==> src/rtl/gshare_pkg.sv <==
// Shared types and helpers for the gshare direction predictor.
// ckpt_t is sized by DEF_GHR_BITS, so an instance must keep GHR_BITS at that value.
package gshare_pkg;

    localparam int DEF_WIDTH      = 2;
    localparam int DEF_GHR_BITS   = 6;
    localparam int DEF_CKPT_DEPTH = 8;

    localparam logic [1:0] CTR_SNT = 2'b00;
    localparam logic [1:0] CTR_WNT = 2'b01;
    localparam logic [1:0] CTR_WT  = 2'b10;
    localparam logic [1:0] CTR_ST  = 2'b11;

    typedef struct packed {
        logic                    valid;
        logic                    resolved;
        logic [DEF_GHR_BITS-1:0] ghr;
        logic [DEF_GHR_BITS-1:0] idx;
    } ckpt_t;

    function automatic logic [1:0] sat2_update(input logic [1:0] ctr, input logic taken);
        if (taken) return (ctr == CTR_ST)  ? CTR_ST  : ctr + 2'd1;
        else       return (ctr == CTR_SNT) ? CTR_SNT : ctr - 2'd1;
    endfunction

endpackage

==> src/rtl/gshare_ckpt_buf.sv <==
// Circular checkpoint buffer: multi-allocate at tail, resolve marking,
// in-order retire from head and flush of everything younger than a tag.
module gshare_ckpt_buf
    import gshare_pkg::*;
#(
    parameter int WIDTH      = DEF_WIDTH,
    parameter int CKPT_DEPTH = DEF_CKPT_DEPTH,
    parameter int CKPT_BITS  = $clog2(CKPT_DEPTH)
) (
    input  logic                             i_clock,
    input  logic                             i_reset,
    input  logic [WIDTH-1:0]                 i_alloc_en,
    input  logic [WIDTH-1:0][CKPT_BITS-1:0]  i_alloc_tag,
    input  ckpt_t [WIDTH-1:0]                i_alloc_data,
    input  logic [CKPT_BITS:0]               i_alloc_n,
    input  logic [WIDTH-1:0]                 i_res_en,
    input  logic [WIDTH-1:0][CKPT_BITS-1:0]  i_rd_tag,
    output ckpt_t [WIDTH-1:0]                o_rd_entry,
    input  logic                             i_flush_en,
    input  logic [CKPT_BITS-1:0]             i_flush_tag,
    output logic [CKPT_BITS-1:0]             o_head,
    output logic [CKPT_BITS-1:0]             o_tail,
    output logic [CKPT_BITS:0]               o_free
);

    ckpt_t                r_buf      [CKPT_DEPTH];
    ckpt_t                w_buf_next [CKPT_DEPTH];
    logic [CKPT_BITS-1:0] r_head;
    logic [CKPT_BITS-1:0] r_tail;
    logic [CKPT_BITS:0]   r_count;
    logic [CKPT_BITS:0]   w_ret;
    logic [CKPT_BITS-1:0] w_flush_age;

    assign w_flush_age = i_flush_tag - r_head;
    assign o_head      = r_head;
    assign o_tail      = r_tail;
    assign o_free      = (CKPT_BITS+1)'(CKPT_DEPTH) - r_count;

    always_comb begin
        for (int i = 0; i < WIDTH; i++) o_rd_entry[i] = r_buf[i_rd_tag[i]];
    end

    // Order matters: resolve marks first, then retire/flush clears, then fresh allocations.
    always_comb begin : p_next
        logic                 v_stop;
        logic [CKPT_BITS-1:0] v_tag;
        w_buf_next = r_buf;
        w_ret      = '0;
        v_stop     = 1'b0;
        v_tag      = '0;
        for (int i = 0; i < WIDTH; i++)
            if (i_res_en[i]) w_buf_next[i_rd_tag[i]].resolved = 1'b1;
        for (int k = 0; k < WIDTH; k++) begin
            v_tag = r_head + CKPT_BITS'(k);
            if (!v_stop && r_buf[v_tag].valid && r_buf[v_tag].resolved &&
                (!i_flush_en || CKPT_BITS'(k) <= w_flush_age)) begin
                w_buf_next[v_tag] = '0;
                w_ret = w_ret + (CKPT_BITS+1)'(1);
            end else begin
                v_stop = 1'b1;
            end
        end
        for (int j = 0; j < CKPT_DEPTH; j++)
            if (i_flush_en && (CKPT_BITS'(j) - r_head) > w_flush_age) w_buf_next[j] = '0;
        for (int i = 0; i < WIDTH; i++)
            if (i_alloc_en[i]) w_buf_next[i_alloc_tag[i]] = i_alloc_data[i];
    end

    always_ff @(posedge i_clock or posedge i_reset) begin
        if (i_reset) begin
            r_head  <= '0;
            r_tail  <= '0;
            r_count <= '0;
            for (int j = 0; j < CKPT_DEPTH; j++) r_buf[j] <= '0;
        end else begin
            r_buf  <= w_buf_next;
            r_head <= r_head + w_ret[CKPT_BITS-1:0];
            if (i_flush_en) begin
                r_tail  <= i_flush_tag + CKPT_BITS'(1);
                r_count <= {1'b0, w_flush_age} + (CKPT_BITS+1)'(1) - w_ret;
            end else begin
                r_tail  <= r_tail + i_alloc_n[CKPT_BITS-1:0];
                r_count <= r_count - w_ret + i_alloc_n;
            end
        end
    end

endmodule

==> src/rtl/gshare_predictor.sv <==
// Superscalar gshare direction predictor with speculative global history,
// per-branch history checkpoints and mispredict recovery.
module gshare_predictor
    import gshare_pkg::*;
#(
    parameter int         WIDTH      = DEF_WIDTH,
    parameter int         GHR_BITS   = DEF_GHR_BITS,
    parameter int         CKPT_DEPTH = DEF_CKPT_DEPTH,
    parameter logic [1:0] CTR_INIT   = CTR_WT,
    localparam int        CKPT_BITS  = $clog2(CKPT_DEPTH)
) (
    input  logic                             i_clock,
    input  logic                             i_reset,
    input  logic [WIDTH-1:0]                 i_if_valid,
    input  logic [WIDTH-1:0]                 i_if_is_branch,
    input  logic [WIDTH-1:0][31:0]           i_if_pc,
    output logic [WIDTH-1:0]                 o_pred_taken,
    output logic [WIDTH-1:0][CKPT_BITS-1:0]  o_pred_tag,
    output logic                             o_if_stall,
    input  logic [WIDTH-1:0]                 i_ex_valid,
    input  logic [WIDTH-1:0][CKPT_BITS-1:0]  i_ex_tag,
    input  logic [WIDTH-1:0]                 i_ex_taken,
    input  logic [WIDTH-1:0]                 i_ex_mispredict
);

    localparam int PHT_SIZE = 2 ** GHR_BITS;

    logic [GHR_BITS-1:0]  r_ghr;
    logic [1:0]           r_pht      [PHT_SIZE];
    logic [1:0]           w_pht_next [PHT_SIZE];
    logic [GHR_BITS-1:0]  w_idx      [WIDTH];
    logic [GHR_BITS-1:0]  w_ghr_spec;
    logic [WIDTH-1:0]     w_counted;
    logic [CKPT_BITS:0]   w_n;
    ckpt_t [WIDTH-1:0]    w_alloc_data;
    ckpt_t [WIDTH-1:0]    w_rd_entry;
    logic [CKPT_BITS-1:0] w_age      [WIDTH];
    logic [WIDTH-1:0]     w_res_en;
    logic                 w_mp_any;
    logic [CKPT_BITS-1:0] w_mp_age;
    logic [CKPT_BITS-1:0] w_mp_tag;
    logic                 w_mp_taken;
    logic [GHR_BITS-2:0]  w_mp_ghr;
    logic [CKPT_BITS-1:0] w_head;
    logic [CKPT_BITS-1:0] w_tail;
    logic [CKPT_BITS:0]   w_free;
    logic                 w_unused;

    assign w_unused = ^{i_if_pc, w_rd_entry};

    // Lane history chains through the bundle; lanes after the first predicted-taken branch drop out.
    always_comb begin : p_fetch
        logic [GHR_BITS-1:0] v_ghr;
        logic                v_taken_seen;
        // NOTE: every output of this block gets a default first so no path leaves a latch.
        v_ghr        = r_ghr;
        v_taken_seen = 1'b0;
        w_n          = '0;
        w_counted    = '0;
        o_pred_taken = '0;
        o_pred_tag   = '0;
        w_alloc_data = '0;
        for (int i = 0; i < WIDTH; i++) begin
            w_idx[i] = i_if_pc[i][GHR_BITS+1:2] ^ v_ghr;
            if (i_if_valid[i] && i_if_is_branch[i] && !v_taken_seen) begin
                w_counted[i]    = 1'b1;
                o_pred_taken[i] = r_pht[w_idx[i]][1];
                o_pred_tag[i]   = w_tail + w_n[CKPT_BITS-1:0];
                w_alloc_data[i] = '{valid: 1'b1, resolved: 1'b0, ghr: v_ghr, idx: w_idx[i]};
                v_ghr           = {v_ghr[GHR_BITS-2:0], o_pred_taken[i]};
                v_taken_seen    = o_pred_taken[i];
                w_n             = w_n + (CKPT_BITS+1)'(1);
            end
        end
        w_ghr_spec = v_ghr;
    end

    // Oldest valid mispredicting lane, measured as distance from head.
    always_comb begin
        w_mp_any   = 1'b0;
        w_mp_age   = '0;
        w_mp_tag   = '0;
        w_mp_taken = 1'b0;
        w_mp_ghr   = '0;
        for (int i = 0; i < WIDTH; i++) begin
            w_age[i] = i_ex_tag[i] - w_head;
            if (i_ex_valid[i] && i_ex_mispredict[i] && w_rd_entry[i].valid &&
                (!w_mp_any || w_age[i] < w_mp_age)) begin
                w_mp_any   = 1'b1;
                w_mp_age   = w_age[i];
                w_mp_tag   = i_ex_tag[i];
                w_mp_taken = i_ex_taken[i];
                w_mp_ghr   = w_rd_entry[i].ghr[GHR_BITS-2:0];
            end
        end
    end

    always_comb begin
        w_pht_next = r_pht;
        w_res_en   = '0;
        for (int i = 0; i < WIDTH; i++) begin
            if (i_ex_valid[i] && w_rd_entry[i].valid && (!w_mp_any || w_age[i] <= w_mp_age)) begin
                w_res_en[i] = 1'b1;
                w_pht_next[w_rd_entry[i].idx] = sat2_update(w_pht_next[w_rd_entry[i].idx], i_ex_taken[i]);
            end
        end
    end

    assign o_if_stall = w_mp_any || (w_n > w_free);

    gshare_ckpt_buf #(
        .WIDTH      (WIDTH),
        .CKPT_DEPTH (CKPT_DEPTH),
        .CKPT_BITS  (CKPT_BITS)
    ) u_ckpt (
        .i_clock      (i_clock),
        .i_reset      (i_reset),
        .i_alloc_en   (w_counted & {WIDTH{~o_if_stall}}),
        .i_alloc_tag  (o_pred_tag),
        .i_alloc_data (w_alloc_data),
        .i_alloc_n    (o_if_stall ? '0 : w_n),
        .i_res_en     (w_res_en),
        .i_rd_tag     (i_ex_tag),
        .o_rd_entry   (w_rd_entry),
        .i_flush_en   (w_mp_any),
        .i_flush_tag  (w_mp_tag),
        .o_head       (w_head),
        .o_tail       (w_tail),
        .o_free       (w_free)
    );

    // NOTE: the PHT is flops, not a RAM macro, because every counter must reset to CTR_INIT.
    always_ff @(posedge i_clock or posedge i_reset) begin
        if (i_reset) begin
            r_ghr <= '0;
            for (int k = 0; k < PHT_SIZE; k++) r_pht[k] <= CTR_INIT;
        end else begin
            r_pht <= w_pht_next;
            if (w_mp_any)         r_ghr <= {w_mp_ghr, w_mp_taken};
            else if (!o_if_stall) r_ghr <= w_ghr_spec;
        end
    end

endmodule
==> config.mk <==
export PLATFORM = sky130hd
export DESIGN_NAME = gshare_predictor
export DESIGN_NICKNAME = d
export VERILOG_FILES = /design/src/rtl/gshare_pkg.sv /design/src/rtl/gshare_ckpt_buf.sv /design/src/rtl/gshare_predictor.sv
export SDC_FILE = /design/constraint.sdc
export NUM_CORES = 1
export LEC_CHECK = 0
export CAP_MARGIN = 20
export CORE_MARGIN = 2
export CORE_UTILIZATION = 55
export DETAILED_ROUTE_END_ITERATION = 10
export PLACE_DENSITY = 0.73
export SYNTH_ARGS = -nofsm -noshare
export SYNTH_HDL_FRONTEND = slang
export SYNTH_HIERARCHICAL = 1
export SYNTH_SLANG_ARGS = --single-unit
==> constraint.sdc <==
create_clock -name i_clock -period 18.95 [get_ports i_clock]
set_clock_uncertainty 0.05 [all_clocks]
set_input_delay 1.895 -clock i_clock [delete_from_list [all_inputs] [get_ports i_clock]]
set_output_delay 1.895 -clock i_clock [all_outputs]
set_load 0.005 [all_outputs]
* Word level (Yosys, flattened, before mapping)
Index checks and enable logic that the tools add are counted.
** Word-level totals
- Register bits :: 256
- Input port bits :: 82
- Output and inout bits :: 9
- Logic and storage cells :: 325
** Operators by class
- Add/sub/neg operators :: 27
- Order comparisons :: 32
- Equal/unequal tests :: 3
- Multiplexer cells :: 101
- Bitwise operators :: 18
- Reduce and logical (&&, ||, !) cells :: 44
** Operator list (count)
- $mux W112 :: 6
- $bwmux W112 :: 4
- $mux W14 :: 22
- $bwmux W128 :: 2
- $mux W128 :: 2
- $demux W14 S3 :: 6
- $and A112 B112 Y112 :: 2
- $not A112 Y112 :: 2
- $bmux W14 S3 :: 4
- $bmux W2 S6 :: 4
- $mux W2 :: 18
- $logic_and A1 B1 Y1 :: 33
- $ge A7 B7 Y1 const B :: 4
- $not A6 Y7 :: 4
- $mux W13 :: 2
- $demux W2 S6 :: 2
- $ge A4 B4 Y1 const B :: 6
- $gt A3 B3 Y1 :: 8
- $lt A4 B1 Y1 const B :: 6
- $mux W6 :: 4
- $not A3 Y4 :: 6
- $mux W3 :: 7
- $mux W4 :: 4
- $lt A7 B1 Y1 const B :: 2
- 28 further kinds :: 65

* Depth between registers and ports, before layout
- Depth in word-level cells :: 26
- Depth in mapped cells :: 31
- Gate-level depth less buffers :: 28

* Cells and area by module
The synthesis kept the hierarchy.
** By module, submodules not included
- gshare_predictor :: instances 1, cells each 1876, area an instance 14515.2 µm²
- gshare_ckpt_buf :: instances 1, cells each 907, area an instance 8877.3 µm²

* Worst setup path before layout
No wires, ideal clock.
- Path type :: input to register
- Start point :: in i_ex_tag[2] (netlist bit)
- End point :: reg u_ckpt.r_count[3]
- Data arrival time :: 8.115 ns
- Data required time :: 18.764 ns
- Path slack :: 10.649 ns
- Stages :: 29
- Cells stage by stage :: buf_2 -> buf_1 -> clkbuf_1 -> mux2_2 -> buf_2 -> and3_4 -> clkbuf_1 -> nand2_1 -> ha_1 -> a21oi_1 -> o21ai_2 -> a21o_1 -> clkbuf_1 -> o21ai_0 -> inv_1 -> ha_1 -> fa_1 -> xnor3_2 -> nand4_4 -> nand4_4 -> and4bb_2 -> ha_1 -> xnor2_1 -> ha_1 -> ha_1 -> a21o_1 -> a21oi_1 -> xnor2_1 -> o21ai_0
** RTL lines
- start: declaration :: line gshare_predictor.sv:21 : input logic [WIDTH-1:0][CKPT_BITS-1:0] i_ex_tag,
- end signal: assignment :: line gshare_ckpt_buf.sv:80 : r_count <= {1'b0, w_flush_age} + (CKPT_BITS+1)'(1) - w_ret;
- end signal: assignment :: line gshare_ckpt_buf.sv:83 : r_count <= r_count - w_ret + i_alloc_n;
- end: declaration :: line gshare_ckpt_buf.sv:30 : logic [CKPT_BITS:0] r_count;

==> results.json <==
{
  "rr_worst_depth": 28,
  "grt_pass1_wl_um": 147300,
  "hold_end": "u_ckpt/r_buf[52]$_DFF_PP0_",
  "hp-start": "u_ckpt/r_buf[52]$_DFF_PP0_",
  "via_count": 24210,
  "timing.fmax_ghz": 0.09031,
  "cts_setup_buffers": 0,
  "clkLatencyLatePin_ns": 0.63,
  "p_leak_nw": 9.050,
  "ctsResizeCount": 0,
  "syn2layout_area_growth_pct": 7.160,
  "slew_headroom_pct": 19.69,
  "p_seq_share_pct": 22.6,
  "r2r_end": "r_pht[60]$_DFF_PP0_",
  "row_count": 74,
  "critPathMostFrequentCell": "buf_4",
  "cpLargestDelayFamily": "compound AO/OA/AOI/OAI gates",
  "most-common-layout-cells": "nor2_1, nand2_1, dfrtp_1",
  "cp-end-kind": "flop",
  "min_period_over_period_pct": 58.43,
  "clockBufferDepth": 3,
  "antenna_found_initial": 1,
  "gp_congestion": 1.039,
  "maxCapViolCount": 0,
  "drc": 0,
  "p_sw_share_pct": 51.81,
  "grt_util_all_layers_pct": 44.39,
  "grt_max_degree": 77,
  "cts_tree": "built",
  "intPower_mw": 1.625,
  "worst_slew_pin_slew_ns": 1.202,
  "routedWlPerCell_um": 30.99,
  "power_mw": 3.372,
  "syn_area_um2": 22800,
  "die_x_um": 207.6,
  "final_common_cell": "nor2_1",
  "cp_max_fo": 40,
  "viasPerCell": 7.617,
  "dpl.cell_count": 3121,
  "htree_levels": 1,
  "cts_root_buf": "clkbuf_16",
  "ir_drop_mv": 0.1630,
  "cts_buffers": 30,
  "switching_power_mw": 1.747,
  "drtIter0Drc": 3720,
  "synth_cells": 2733,
  "whs_path_depth": 1,
  "p_clk_share_pct": 18.6,
  "cts_hold_buf": 0,
  "die_height_um": 207.6,
  "avgSynthCellArea_um2": 8.344,
  "grt_pass1_vias": 23380,
  "tns_ns": 0,
  "nets": 2756,
  "finalHoldViolCount": 0,
  "rsz0062_at_grt": "false",
  "drive_gt1_share_pct": 14.10,
  "dieArea_um2": 43100,
  "io_buffers": 38,
  "crit_slowest_cell": "o21ai_4",
  "ant_nets": 0,
  "num_antenna_cells": 0,
  "start_util_pct": 55.85,
  "critical_path_class": "primary input to flop",
  "crit_buf_inv": 5,
  "wl_um": 98480,
  "crit_required_ns": 19.31,
  "hpwl_um": 65970,
  "firstDrtPassIters": 6,
  "grt-ovfl-total": 0,
  "layout_min_cycle_time_ns": 11.07,
  "clock_sinks": 248,
  "timing.reg2reg.setup_slack_ns": 9.26,
  "worstSetupStartpointType": "primary input",
  "ios": 91,
  "yosys_warnings": 6,
  "p_per_area_nw_per_um2": 138.0,
  "max_stage_delay_ns": 0.92,
  "r2r_start": "u_ckpt/o_head[0]$_DFF_PP0_",
  "cp_data_arrival_time_ns": 11.43,
  "fin_cells": 3178,
  "comb_power_share_pct": 58.8,
  "clk_pin_slew_ns": 0.06,
  "status": "complete, no violations",
  "core_area_um2": 40830,
  "setup_viol": 0,
  "drv_slew": 0,
  "hold_class": "flop to flop"
}
[layer usage]
metal | up-vias | part of all wire, % | GRT usage (%)
met2 | 1792 | 45 | 68.71
met5 | - | 0 | 0
met1 | 11610 | 36 | 53.34
met3 | 577 | 11 | 11.21
li1 | 10230 | - | -
met4 | 0 | 9.0 | 33.68
[flip-flops by register name, summed over array words and instances, names as in the netlist]
signal	count
u_ckpt/r_count	4
u_ckpt/o_head	3
u_ckpt/o_tail	3
r_pht	128
u_ckpt/r_buf	104
r_ghr	6
[stage by stage]
| stage | hold slack [ns] | worst slack (ns) | util (%) | area [µm²] |
|---|---|---|---|---|
| after floorplan | 0.4351 | 10.67 | - | 22810 |
| after global placement | 0.4611 | 7.877 | 57.23 | 23370 |
| after detailed placement | 0.4666 | 7.744 | 57.23 | 23370 |
| after CTS | 0.4872 | 8.119 | 59.81 | 24420 |
| after global routing | 0.5124 | 7.573 | 59.85 | 24440 |
| final | 0.4925 | 7.877 | 59.85 | 24440 |
[how the worst max path moves through the flow]
stage	depth (start not counted)	from	slack [ns]	to
2_1_floorplan	28	i_ex_tag[0]	10.67	u_ckpt/r_count[3]$_DFF_PP0_
3_3_place_gp	27	i_ex_tag[1]	7.88	r_pht[114]$_DFF_PP0_
3_5_place_dp	27	i_ex_tag[1]	7.74	r_pht[44]$_DFF_PP0_
4_1_cts	17	i_if_pc[4]	8.12	o_if_stall
5_1_grt	28	i_ex_tag[1]	7.57	r_pht[60]$_DFF_PP0_
6_report	28	i_ex_tag[1]	7.88	r_pht[60]$_DFF_PP0_
[layout make-up]
cell class                 count  area (µm²)
multi-input combinational   2100       15000
clock inverter                12       170.2
tap                          532       665.6
fill                        3572       16400
sequential                   248        6286
inverter                     125       476.7
timing repair buffer         117       958.4
clock buffer                  44       883.3
[power by group through the flow]
stage,Sequential (mW),Clock (mW),Combinational (mW)
after global routing,0.774,0.644,2.08
after floorplan,0.709,0,1.36
after global placement,0.758,0,1.85
after detailed placement,0.764,0,1.91
after CTS,0.756,0.626,1.91
final,0.763,0.626,1.98
[worst register-to-register path, delay by kind of cell (launching register included)]
kind,cells,cell delay [ns]
adders and majority gates,4,1.36
xor gates and xnor gates,2,0.45
AOI/OAI and AO/OA,15,4.61
and+or+nand+nor,3,0.88
DFF,1,0.76
buffers and inverters,4,1.35
Note: power is estimated with default switching activity, not from simulation.
